===== config.mk =====
export PLATFORM = sky130hd
export DESIGN_NAME = b3_timer_ctrl
export DESIGN_NICKNAME = d
export VERILOG_FILES = /design/src/rtl/b3_pkg.sv /design/src/rtl/b3_digit.sv /design/src/rtl/b3_timer_ctrl.sv
export SDC_FILE = /design/constraint.sdc
export NUM_CORES = 1
export LEC_CHECK = 0
export CAP_MARGIN = 30
export CORE_AREA = 2 2 49 51
export CTS_CLUSTER_SIZE = 28
export DETAILED_ROUTE_END_ITERATION = 6
export DIE_AREA = 0 0 51 53
export GPL_ROUTABILITY_DRIVEN = 0
export PLACE_DENSITY = 0.72
export SLEW_MARGIN = 5
export SYNTH_ARGS = -nofsm -noshare
export SYNTH_HDL_FRONTEND = slang
export SYNTH_SLANG_ARGS = --single-unit

===== constraint.sdc =====
create_clock -name clock -period 2 [get_ports clock]
set_clock_uncertainty 0.05 [all_clocks]
set_input_delay 0.3 -clock clock [delete_from_list [all_inputs] [get_ports clock]]
set_output_delay 0.3 -clock clock [all_outputs]
set_load 0.05 [all_outputs]

===== src/rtl/b3_pkg.sv =====
// Shared definitions for the base-3 timer: digit geometry, FSM states and
// small helpers for validating and incrementing a base-3 count.
package b3_pkg;

  localparam int unsigned DIGIT_W = 2;
  localparam int unsigned NDIG    = 3;
  localparam int unsigned CNT_W   = DIGIT_W * NDIG;

  localparam logic [DIGIT_W-1:0] DIG_INVALID = 2'b11;
  localparam logic [DIGIT_W-1:0] DIG_MAX     = 2'd2;

  typedef enum logic [1:0] {
    StIdle = 2'd0,
    StRun  = 2'd1,
    StDone = 2'd2
  } state_e;

  // True when no digit carries the invalid code.
  function automatic logic tc_valid(input logic [CNT_W-1:0] v);
    logic ok;
    ok = 1'b1;
    for (int i = 0; i < NDIG; i++) begin
      if (v[i*DIGIT_W +: DIGIT_W] == DIG_INVALID) begin
        ok = 1'b0;
      end
    end
    return ok;
  endfunction

  // Base-3 increment by one; mirrors the digit chain so the terminal match
  // can be decided on the same edge that produces the new count.
  function automatic logic [CNT_W-1:0] b3_inc(input logic [CNT_W-1:0] v);
    logic [CNT_W-1:0] r;
    logic             c;
    r = v;
    c = 1'b1;
    for (int i = 0; i < NDIG; i++) begin
      if (c) begin
        if (v[i*DIGIT_W +: DIGIT_W] == DIG_MAX) begin
          r[i*DIGIT_W +: DIGIT_W] = '0;
        end else begin
          r[i*DIGIT_W +: DIGIT_W] = v[i*DIGIT_W +: DIGIT_W] + 1'b1;
          c = 1'b0;
        end
      end
    end
    return r;
  endfunction

endpackage


===== src/rtl/b3_digit.sv =====
// One base-3 counter digit: counts 0,1,2,0... when enabled and emits a carry
// (eu) on the enabled 2->0 wrap to enable the next digit.
module b3_digit
  import b3_pkg::*;
(
  input  logic               clock,
  input  logic               reset,
  input  logic               clr,
  input  logic               ei,
  output logic               eu,
  output logic [DIGIT_W-1:0] q
);

  logic [DIGIT_W-1:0] q_d;

  always_comb begin
    q_d = q;
    if (clr) begin
      q_d = '0;
    end else if (ei) begin
      q_d = (q == DIG_MAX) ? '0 : q + 1'b1;
    end
  end

  always_ff @(posedge clock) begin
    if (reset) begin
      q <= '0;
    end else begin
      q <= q_d;
    end
  end

  assign eu = ei & (q == DIG_MAX);

endmodule


===== src/rtl/b3_timer_ctrl.sv =====
// Base-3 run timer: counts from 0 up to a latched terminal count, then waits
// in DONE for ack. Abort clears back to IDLE from RUN or DONE.
module b3_timer_ctrl
  import b3_pkg::*;
(
  input  logic             clock,
  input  logic             reset,
  input  logic             start,
  input  logic [CNT_W-1:0] tc,
  input  logic             pause,
  input  logic             abort,
  input  logic             ack,
  output logic [CNT_W-1:0] count,
  output logic             busy,
  output logic             done,
  output logic             err
);

  state_e           state_q, state_d;
  logic [CNT_W-1:0] tc_q, tc_d;
  logic             err_q, err_d;
  logic             clr;
  logic             inc;
  logic [NDIG:0]    carry;
  logic [CNT_W-1:0] count_inc;
  logic             unused_carry;

  assign count_inc = b3_inc(count);

  always_comb begin
    state_d = state_q;
    tc_d    = tc_q;
    err_d   = 1'b0;
    clr     = 1'b0;
    inc     = 1'b0;
    case (state_q)
      StIdle: begin
        if (start) begin
          if (tc_valid(tc)) begin
            tc_d    = tc;
            clr     = 1'b1;
            state_d = (tc == '0) ? StDone : StRun;
          end else begin
            err_d = 1'b1;
          end
        end
      end
      StRun: begin
        if (abort) begin
          clr     = 1'b1;
          state_d = StIdle;
        end else if (!pause) begin
          inc = 1'b1;
          if (count_inc == tc_q) begin
            state_d = StDone;
          end
        end
      end
      StDone: begin
        if (abort) begin
          clr     = 1'b1;
          state_d = StIdle;
        end else if (ack) begin
          state_d = StIdle;
        end
      end
      default: begin
        clr     = 1'b1;
        state_d = StIdle;
      end
    endcase
  end

  always_ff @(posedge clock) begin
    if (reset) begin
      state_q <= StIdle;
      tc_q    <= '0;
      err_q   <= 1'b0;
    end else begin
      state_q <= state_d;
      tc_q    <= tc_d;
      err_q   <= err_d;
    end
  end

  assign carry[0] = inc;

  for (genvar i = 0; i < NDIG; i++) begin : g_digit
    b3_digit u_digit (
      .clock (clock),
      .reset (reset),
      .clr   (clr),
      .ei    (carry[i]),
      .eu    (carry[i+1]),
      .q     (count[i*DIGIT_W +: DIGIT_W])
    );
  end

  // Top-digit carry cannot fire for any valid terminal count.
  assign unused_carry = carry[NDIG];

  assign busy = (state_q == StRun);
  assign done = (state_q == StDone);
  assign err  = err_q;

endmodule


==> flow_summary_export.csv, run 1 <==
group,metric,value,unit
run_status,status,"completed",
final_layout,layout-drive-gt1-share,22.4,%
final_layout,n_antenna_cell,0,
final_layout,fin_nets,160,
synthesis,avgSynthCellArea,8.28,um^2
worst_setup_path,slowest_delay,0.42,ns
die,boundaryPins,21,
die,num_rows,17,
global_route,grt_pass1_vias,817,
power_and_ir_drop,power_switching_share,37.8,%
final_layout,finish.utilization,58.9,%
route,num_vias,903,
worst_setup_path,cp_slowest_cell,"clkdlybuf4s50_1",
timing,timing.final.crit_share,97.1,%
synthesis,synth-seq-cells,15,
synthesis,syn_area,911,um^2
global_route,track_usage,16.0,%
clock_tree,h-tree-depth,1,
die,die_x,51,um
power_and_ir_drop,power.density,772,nW/um^2
power_and_ir_drop,ir_worst_vdd,0.576,mV
hold_path,hold_class,"in -> reg",
power_and_ir_drop,p_leak,0.000540,uW
clock_tree,root_buffer,"clkbuf_4",
clock_tree,cts.clk_slew.worst_paths,0.09,ns
synthesis,synth_flop_cell,"dfxtp_1",
die,core,2150,um^2
synthesis,ys_types,39,
die,fp.dieH,53,um
timing,timing.hold.ws,0.335,ns
final_layout,area_delta_synth_final,39.0,%
timing,slew_viol_final,0,
synthesis,synth.yosys.seq_area_share,33.0,%
worst_setup_path,required,2.13,ns
worst_setup_path,crit_path_end_kind,"flop",
clock_tree,cts.sinks,15,
worst_setup_path,crit_chain,"clkdlybuf4s50_1 -> a222oi_1 -> buf_4 -> nand2_1 -> a22o_1 -> a211oi_2 -> mux2_1",
worst_setup_path,cp-start-kind,"input port",
die,initial_core_util,42.4,%
route,wl,2.06,mm
route,routedWlPerCell,12.1,um
clock_tree,tritoncts,"done",
synthesis,ys_warn_count,0,
worst_setup_path,crit_type,"in -> reg",
power_and_ir_drop,internal_power,608,uW
worst_setup_path,cp_max_fo,3,
power_and_ir_drop,switchingPower,370,uW
flow_run,cap_violations,0,
placed_design,post_dp_cell_area,1200,um^2
global_route,grt_pass1_wl,3.27,mm
clock_tree,clk_latency,0.28,ns
timing,period_minus_slack,1.94,ns
timing,setup_violations,0,
placed_design,io_buffers,20,
synthesis,synthArstFlopShare,0,%
timing,hold_viol_final,0,
route,drc_errors,0,
global_route,gr-total-overflow,0,
timing,fmax,515,MHz
power_and_ir_drop,power.clock.fraction,17.7,%
worst_setup_path,r2r_setup_slack,0.10,ns
route,initialDrtViolationCount,21,
die,dieArea,2700,um^2
global_route,grt_max_degree,11,
power_and_ir_drop,combPwrFrac,44.6,%
placed_design,hpwlAfterDp,1.57,mm
synthesis,syn_inst,110,
synthesis,synthesis.nets,126,
final_layout,final_area,1270,um^2
global_route,antenna_found_initial,0,
route,antenna_left,0,
route,viasPerCell,5.28,
worst_setup_path,crit_family,"compound AO/OA/AOI/OAI gates",
synthesis,synth_edf_count,0,
worst_setup_path,cp.buffers_inverters,2,
clock_tree,clk_path_buf_depth,2,
worst_setup_path,arrival,2.07,ns
power_and_ir_drop,seqPwrFrac,37.7,%
clock_tree,cts_made_buffers,3,
timing,slew_headroom,66.7,%
power_and_ir_drop,power,978,uW
timing,worst_pin_slew,0.499,ns
route,dr.pass1.iters,6,
[power by group through the flow]
stage / clock network, uW / registers, uW / logic, uW
3_3_place_gp: 0 / 372 / 396
2_1_floorplan: 0 / 383 / 277
3_5_place_dp: 0 / 374 / 408
6_report: 173 / 369 / 436
5_1_grt: 187 / 374 / 480
4_1_cts: 179 / 366 / 409
[worst reg2reg max path: stages (launching register included)]
cell	delay [ns]
dfxtp_2	0.37
nand2b_1	0.21
o41ai_1	0.26
a31oi_1	0.07
o31a_1	0.30
a211oi_2	0.19
mux2_1	0.35
[metrics by stage]
step                      setup TNS (ns)  std cells  worst slack [ns]
after global placement            -0.317        165            -0.257
final                                  0        171            0.0581
after CTS                              0        169            0.0100
after global routing             -0.0273        171           -0.0273
after detailed placement          -0.394        165            -0.319
after floorplan                        0        110            0.0312
[timing repair]
| item | CTS | global route |
|---|---|---|
| pin swaps | 1 | 3 |
| buffers inserted | 0 | 2 |
| hold buffers | 0 | 0 |
| gates resized for setup | 1 | 7 |
| setup endpoints to repair | 1 | 2 |
[registers in the layout, summed over array words and instances, names as in the netlist]
name,cells
err,1
state_q,2
tc_q,6
g_digit.u_digit.q,6
[cell usage in the layout (no fill, tap or decap), types with 2 or more instances in the layout]
cell,Yosys,layout
dfxtp_2,0,3
nand2b_1,4,4
nor3_1,5,5
a211oi_1,2,2
mux2i_1,6,6
nor2_1,17,17
nand2_1,11,11
buf_4,0,13
dfxtp_1,15,11
nand3b_1,2,2
a211oi_2,2,2
clkbuf_4,0,3
dlymetal6s2s_1,0,3
ha_1,4,4
or3_1,2,2
inv_1,5,5
a21oi_1,9,8
clkdlybuf4s50_1,0,15
[synthesized netlist by cell type (2+ instances only)]
cell type,n,area (um^2)
nor2_1,17,63.8
dfxtp_1,15,300
nand2_1,11,41.3
a21oi_1,9,45.0
mux2i_1,6,60.1
inv_1,5,18.8
nor3_1,5,25.0
ha_1,4,50.1
nand2b_1,4,25.0
a211oi_1,2,15.0
a211oi_2,2,25.0
nand3b_1,2,15.0
or3_1,2,12.5
[per-layer routing]
| metal | GRT usage, % | part of all wire, % |
|---|---|---|
| met1 | 18.1 | 44 |
| met2 | 28.1 | 50 |
| met3 | 2.54 | 4.5 |
| met4 | 9.46 | 1.5 |
| met5 | 0 | 0 |
[layout make-up]
cell class	instances	area [um^2]
Clock buffer	4	26.3
Fill cell	194	882
Inverter	5	18.8
Multi-Input combinational cell	88	593
Sequential cell	15	308
Tap cell	28	35.0
Timing Repair Buffer	31	285
[cells by family (layout without fill, tap and decap cells)]
logic type	count (synthesis)	in the layout	share of synthesized area, %
and+or+nand+nor	51	51	28.2
AOI/OAI and AO/OA	24	24	19.8
DFF	15	15	33.0
muxes	7	7	7.83
buffers and inverters	7	40	3.85
adders and majority gates	4	4	5.49
xor gates and xnor gates	2	2	1.92
[final timing paths]
kind	startpoint	end	cells after the start
worst max-delay path	tc[1]	state_q[0]	7
worst min-delay path	tc[4]	tc_q[4]	4
worst max register to register	g_digit[0].u_digit.q[0]	state_q[0]	6
worst min register to register	g_digit[1].u_digit.q[0]	g_digit[1].u_digit.q[0]	2
(Power assumes the default switching activity.)
==> run 2, diff against run 1 <==
--- a/config.mk
+++ b/config.mk
@@ -6,13 +6,15 @@
 export NUM_CORES = 1
 export LEC_CHECK = 0
 export CAP_MARGIN = 30
-export CORE_AREA = 2 2 49 51
+export CORE_AREA = 2 2 46 48
 export CTS_CLUSTER_SIZE = 28
 export DETAILED_ROUTE_END_ITERATION = 6
-export DIE_AREA = 0 0 51 53
+export DIE_AREA = 0 0 48 50
+export DONT_BUFFER_PORTS = 1
 export GPL_ROUTABILITY_DRIVEN = 0
-export PLACE_DENSITY = 0.72
+export PLACE_DENSITY = 0.7
 export SLEW_MARGIN = 5
 export SYNTH_ARGS = -nofsm -noshare
 export SYNTH_HDL_FRONTEND = slang
+export SYNTH_HIERARCHICAL = 1
 export SYNTH_SLANG_ARGS = --single-unit
==> flow_summary_export.csv, run 2 <==
group,metric,value,unit
power_and_ir_drop,power,708,uW
final_layout,finish.utilization,66.1,%
synthesis,syn_area,975,um^2
global_route,grt_pass1_wl,3.45,mm
route,initialDrtViolationCount,33,
synthesis,syn_inst,112,
worst_setup_path,cp-start-kind,"flop",
route,viasPerCell,5.82,
final_layout,fin_nets,154,
route,dr.pass1.iters,5,
final_layout,n_fill_cell,161,
power_and_ir_drop,ir_worst_vdd,0.370,mV
power_and_ir_drop,internal_power,466,uW
hold_path,hold_class,"in -> reg",
route,wl,2.53,mm
clock_tree,h-tree-depth,1,
clock_tree,tritoncts,"done",
power_and_ir_drop,p_leak,0.000484,uW
placed_design,io_buffers,0,
clock_tree,cts.sinks,15,
placed_design,hpwlAfterDp,1.72,mm
die,num_rows,16,
final_layout,multi_input_area,687,um^2
route,num_vias,955,
die,dieArea,2400,um^2
worst_setup_path,cp_max_fo,4,
clock_tree,cts.clk_slew.worst_paths,0.10,ns
global_route,grt_pass1_vias,859,
die,initial_core_util,51.3,%
run_status,status,"finished, violations left",
worst_setup_path,arrival,2.19,ns
clock_tree,cts_made_buffers,3,
power_and_ir_drop,seqPwrFrac,47.7,%
timing,slew_headroom,67.6,%
final_layout,layout-drive-gt1-share,30.7,%
die,fp.dieH,50,um
clock_tree,clk_latency,0.30,ns
clock_tree,root_buffer,"clkbuf_4",
route,drc_errors,0,
clock_tree,clk_path_buf_depth,2,
timing,period_minus_slack,2.00,ns
timing,timing.final.crit_share,100,%
timing,worst_pin_slew,0.480,ns
worst_setup_path,cp.buffers_inverters,0,
worst_setup_path,slowest_delay,0.49,ns
power_and_ir_drop,power.clock.fraction,27.1,%
final_layout,reg_top3,"g_digit.u_digit/q x6, tc_q x6, state_q x2",
global_route,grt_max_degree,14,
power_and_ir_drop,power_switching_share,34.2,%
synthesis,synthesis.nets,128,
final_layout,final_common_cell,"buf_4",
final_layout,area_delta_synth_final,28.9,%
worst_setup_path,crit_chain,"and4bb_4 -> or4b_1 -> nand4_1 -> o41ai_1 -> or4_1 -> a21oi_2",
final_layout,final_cell_mix,"buf_4, nand2b_1, nor2_1",
timing,slew_viol_final,0,
worst_setup_path,required,2.19,ns
timing,setup-tns-final,-0.00360,ns
final_layout,regArea,314,um^2
worst_setup_path,crit_path_end_kind,"flop",
timing,timing.hold.ws,0.00648,ns
worst_setup_path,cp_slowest_cell,"or4_1",
synthesis,avgSynthCellArea,8.70,um^2
worst_setup_path,crit_type,"reg -> reg",
timing,fmax,499,MHz
die,boundaryPins,21,
timing,setup_violations,1,
timing,rsz0062_at_grt,"yes",
route,routedWlPerCell,15.4,um
flow_run,cap_violations,0,
timing,setup_ws,-0.00360,ns
power_and_ir_drop,power.density,564,nW/um^2
worst_setup_path,crit_family,"simple AND/OR/NAND/NOR gates",
power_and_ir_drop,switchingPower,243,uW
global_route,antenna_found_initial,0,
power_and_ir_drop,combPwrFrac,25.2,%
route,antenna_left,0,
die,core,1900,um^2
run_status,violations,"negative setup slack",
final_layout,n_antenna_cell,0,
die,die_x,48,um
timing,hold_viol_final,0,
global_route,track_usage,20.7,%
synthesis,ys_warn_count,6,
global_route,gr-total-overflow,0,
[run 2: cell count changes in the layout (fill, tap and decap cells not counted), sizes merged, moves of 3 or more]
cell | previous run | this run
nand3b | 2 | 5
nand2 | 11 | 6
nand2b | 4 | 12
dlymetal6s2s | 3 | 0
buf | 13 | 19
or3b | 0 | 3
dlygate4sd3 | 0 | 3
nand4 | 0 | 3
clkdlybuf4s50 | 15 | 0
a21oi | 9 | 5
nor2 | 17 | 12
nor3 | 5 | 1
[run 2: power by group through the flow]
stage	registers [uW]	clock network, uW	logic, uW
global placement	342	0	157
floorplan	345	0	132
finish	338	192	178
detailed placement	343	0	161
CTS	336	189	165
global route	341	203	194
[run 2: final timing paths]
| path | startpoint | endpoint | cells past startpoint | slack (ns) |
|---|---|---|---|---|
| max | g_digit[0].u_digit/q[0] | state_q[1] | 6 | -0.004 |
| min reg2reg | state_q[0] | state_q[0] | 2 | 0.48 |
| min | reset | tc_q[4] | 1 | 0.006 |
| max reg2reg | g_digit[0].u_digit/q[0] | state_q[1] | 6 | -0.004 |
[run 2: worst register-to-register path, delay by kind of cell (launching register included)]
kind,cells,cell delay [ns]
AOI/OAI and AO/OA,2,0.23
and+or+nand+nor,4,1.29
DFF,1,0.38
[run 2: stage by stage]
| step | worst slack, ns | instance area [um^2] | cells |
|---|---|---|---|
| CTS | 0.000817 | 1170 | 156 |
| finish | -0.00360 | 1260 | 164 |
| global route | -0.0462 | 1260 | 164 |
| global placement | -0.0281 | 1130 | 151 |
| floorplan | -0.0253 | 998 | 112 |
| detailed placement | -0.0863 | 1130 | 151 |
[run 2: area by class of cell]
class                           count  area share, %
Multi-Input combinational cell     90           54.7
Clock buffer                        4           2.09
Inverter                            6           1.79
Tap cell                           27           2.69
Sequential cell                    15           25.0
Timing Repair Buffer               22           13.7
[run 2: what timing repair did]
item                                    in CTS  in global routing
buffers inserted                             0                  6
endpoints found under the hold margin        4                  4
endpoints found under the setup margin       1                  3
pin swaps                                    0                  4
hold buffers                                 1                  2
resized for setup                            2                  9
[run 2: routing by layer]
metal / routed length (um) / vias up / track usage (%)
met3: 198 / 5 / 6.23
met1: 1040 / 448 / 22.6
met4: 49 / 0 / 9.46
met2: 1240 / 33 / 34.7
li1: - / 469 / -
met5: 0 / - / 0
==> run 3, diff against run 2 <==
--- a/config.mk
+++ b/config.mk
@@ -18,3 +18,4 @@
 export SYNTH_HDL_FRONTEND = slang
 export SYNTH_HIERARCHICAL = 1
 export SYNTH_SLANG_ARGS = --single-unit
+export TNS_END_PERCENT = 30
==> flow_summary_export.csv, run 3 (synthesis results as in run 2) <==
group,metric,value,unit
clock_tree,cts_made_buffers,3,
hold_path,hold_class,"in -> reg",
final_layout,reg_top3,"g_digit.u_digit/q x6, tc_q x6, state_q x2",
timing,slew_headroom,68.1,%
clock_tree,cts_hold_buf,1,
die,boundaryPins,21,
route,routedWlPerCell,14.6,um
route,wl,2.34,mm
route,num_vias,925,
timing,timing.final.crit_share,99.9,%
worst_setup_path,crit_path_end_kind,"flop",
placed_design,placed_cells,151,
route,antenna_left,0,
die,core,1900,um^2
timing,setup-tns-final,0,ns
worst_setup_path,slowest_delay,0.49,ns
run_status,status,"finished, violations left",
placed_design,hpwlAfterDp,1.72,mm
power_and_ir_drop,power.density,570,nW/um^2
timing,setup_violations,0,
global_route,gr-total-overflow,0,
clock_tree,tritoncts,"done",
timing,fmax,500,MHz
timing,hold_viol_final,1,
clock_tree,h-tree-depth,1,
clock_tree,root_buffer,"clkbuf_4",
route,wl_met1,957,um
route,drc_errors,0,
final_layout,final_common_cell,"buf_4",
hold_path,whs_path_depth,1,
global_route,grt_max_degree,14,
final_layout,fin_nets,150,
flow_run,cap_violations,0,
power_and_ir_drop,ir_worst_vdd,0.367,mV
worst_setup_path,reg2regPathDepth,6,
global_route,grt_pass1_vias,859,
timing,period_minus_slack,2.00,ns
worst_setup_path,crit_type,"reg -> reg",
worst_setup_path,cp-start-kind,"flop",
route,viasPerCell,5.78,
die,die_x,48,um
timing,rsz0062_at_grt,"yes",
final_layout,layout-drive-gt1-share,30.1,%
die,dieArea,2400,um^2
timing,timing.hold.ws,-0.00505,ns
final_layout,area_delta_synth_final,25.3,%
clock_tree,cts.sinks,15,
worst_setup_path,cp.buffers_inverters,0,
worst_setup_path,crit_family,"simple AND/OR/NAND/NOR gates",
worst_setup_path,crit_chain,"and4bb_4 -> or4b_1 -> nand4_1 -> o41ai_1 -> or4_1 -> a21oi_2",
placed_design,post_dp_cell_area,1130,um^2
route,initialDrtViolationCount,30,
clock_tree,cts.clk_slew.worst_paths,0.10,ns
route,wl_met2,1.18,mm
die,num_rows,16,
global_route,grt_pass1_wl,3.45,mm
timing,slew_viol_final,0,
final_layout,final_cells,160,
clock_tree,clk_path_buf_depth,2,
power_and_ir_drop,p_leak,0.000465,uW
final_layout,final_area,1220,um^2
final_layout,n_antenna_cell,0,
final_layout,final_cell_mix,"buf_4, nand2b_1, nor2_1",
worst_setup_path,r2r_setup_slack,0.001,ns
die,fp.dieH,50,um
final_layout,finish.utilization,64.2,%
route,highest_layer,"met4",
placed_design,io_buffers,0,
route,dr.pass1.iters,5,
global_route,track_usage,20.7,%
worst_setup_path,cp_num_cells,6,
run_status,violations,"negative hold slack",
die,initial_core_util,51.3,%
worst_setup_path,required,2.18,ns
timing,worst_pin_slew,0.478,ns
worst_setup_path,cp_max_fo,6,
clock_tree,clk_latency,0.29,ns
worst_setup_path,cp_slowest_cell,"or4_1",
worst_setup_path,arrival,2.18,ns
power_and_ir_drop,power,697,uW
route,wl_met3,167,um
global_route,antenna_found_initial,0,
[run 3: through the flow]
step | setup WS (ns) | hold WS (ns)
3_3_place_gp | -0.0281 | 0.308
4_1_cts | 0.000817 | 0.00103
3_5_place_dp | -0.0863 | 0.309
6_report | 0.00104 | -0.00505
5_1_grt | -0.0479 | -0.0207
2_1_floorplan | -0.0253 | 0.305
[run 3: power breakdown]
group | internal (uW) | leakage [uW] | switching [uW] | total [uW]
logic | 71.3 | 0.000324 | 101 | 172
registers | 314 | 0.000126 | 23.6 | 337
clock network | 77.7 | 0.0000150 | 109 | 187
[run 3: cell type report]
class	count	area [um^2]
Timing Repair Buffer	18	138
Tap cell	27	33.8
Clock buffer	4	26.3
Sequential cell	15	314
Fill cell	166	681
Multi-Input combinational cell	90	687
Inverter	6	22.5
[run 3: path summary, 6_finish.rpt]
kind | endpoint | startpoint
max | state_q[1] | g_digit[0].u_digit/q[0]
min | state_q[1] | reset
max reg2reg | state_q[1] | g_digit[0].u_digit/q[0]
min reg2reg | state_q[0] | state_q[0]
[run 3: repair_timing]
| action | in CTS | in global routing |
|---|---|---|
| setup buffers | 0 | 4 |
| resized for setup | 2 | 9 |
| setup endpoints to repair | 1 | 3 |
| pin swaps | 0 | 4 |
| endpoints found under the hold margin | 4 | 4 |
[run 3: layer usage]
metal | global-route usage [%] | up-vias
li1 | - | 461
met1 | 22.6 | 434
met2 | 34.7 | 26
met3 | 6.23 | 4
met4 | 9.46 | 0
met5 | 0 | -
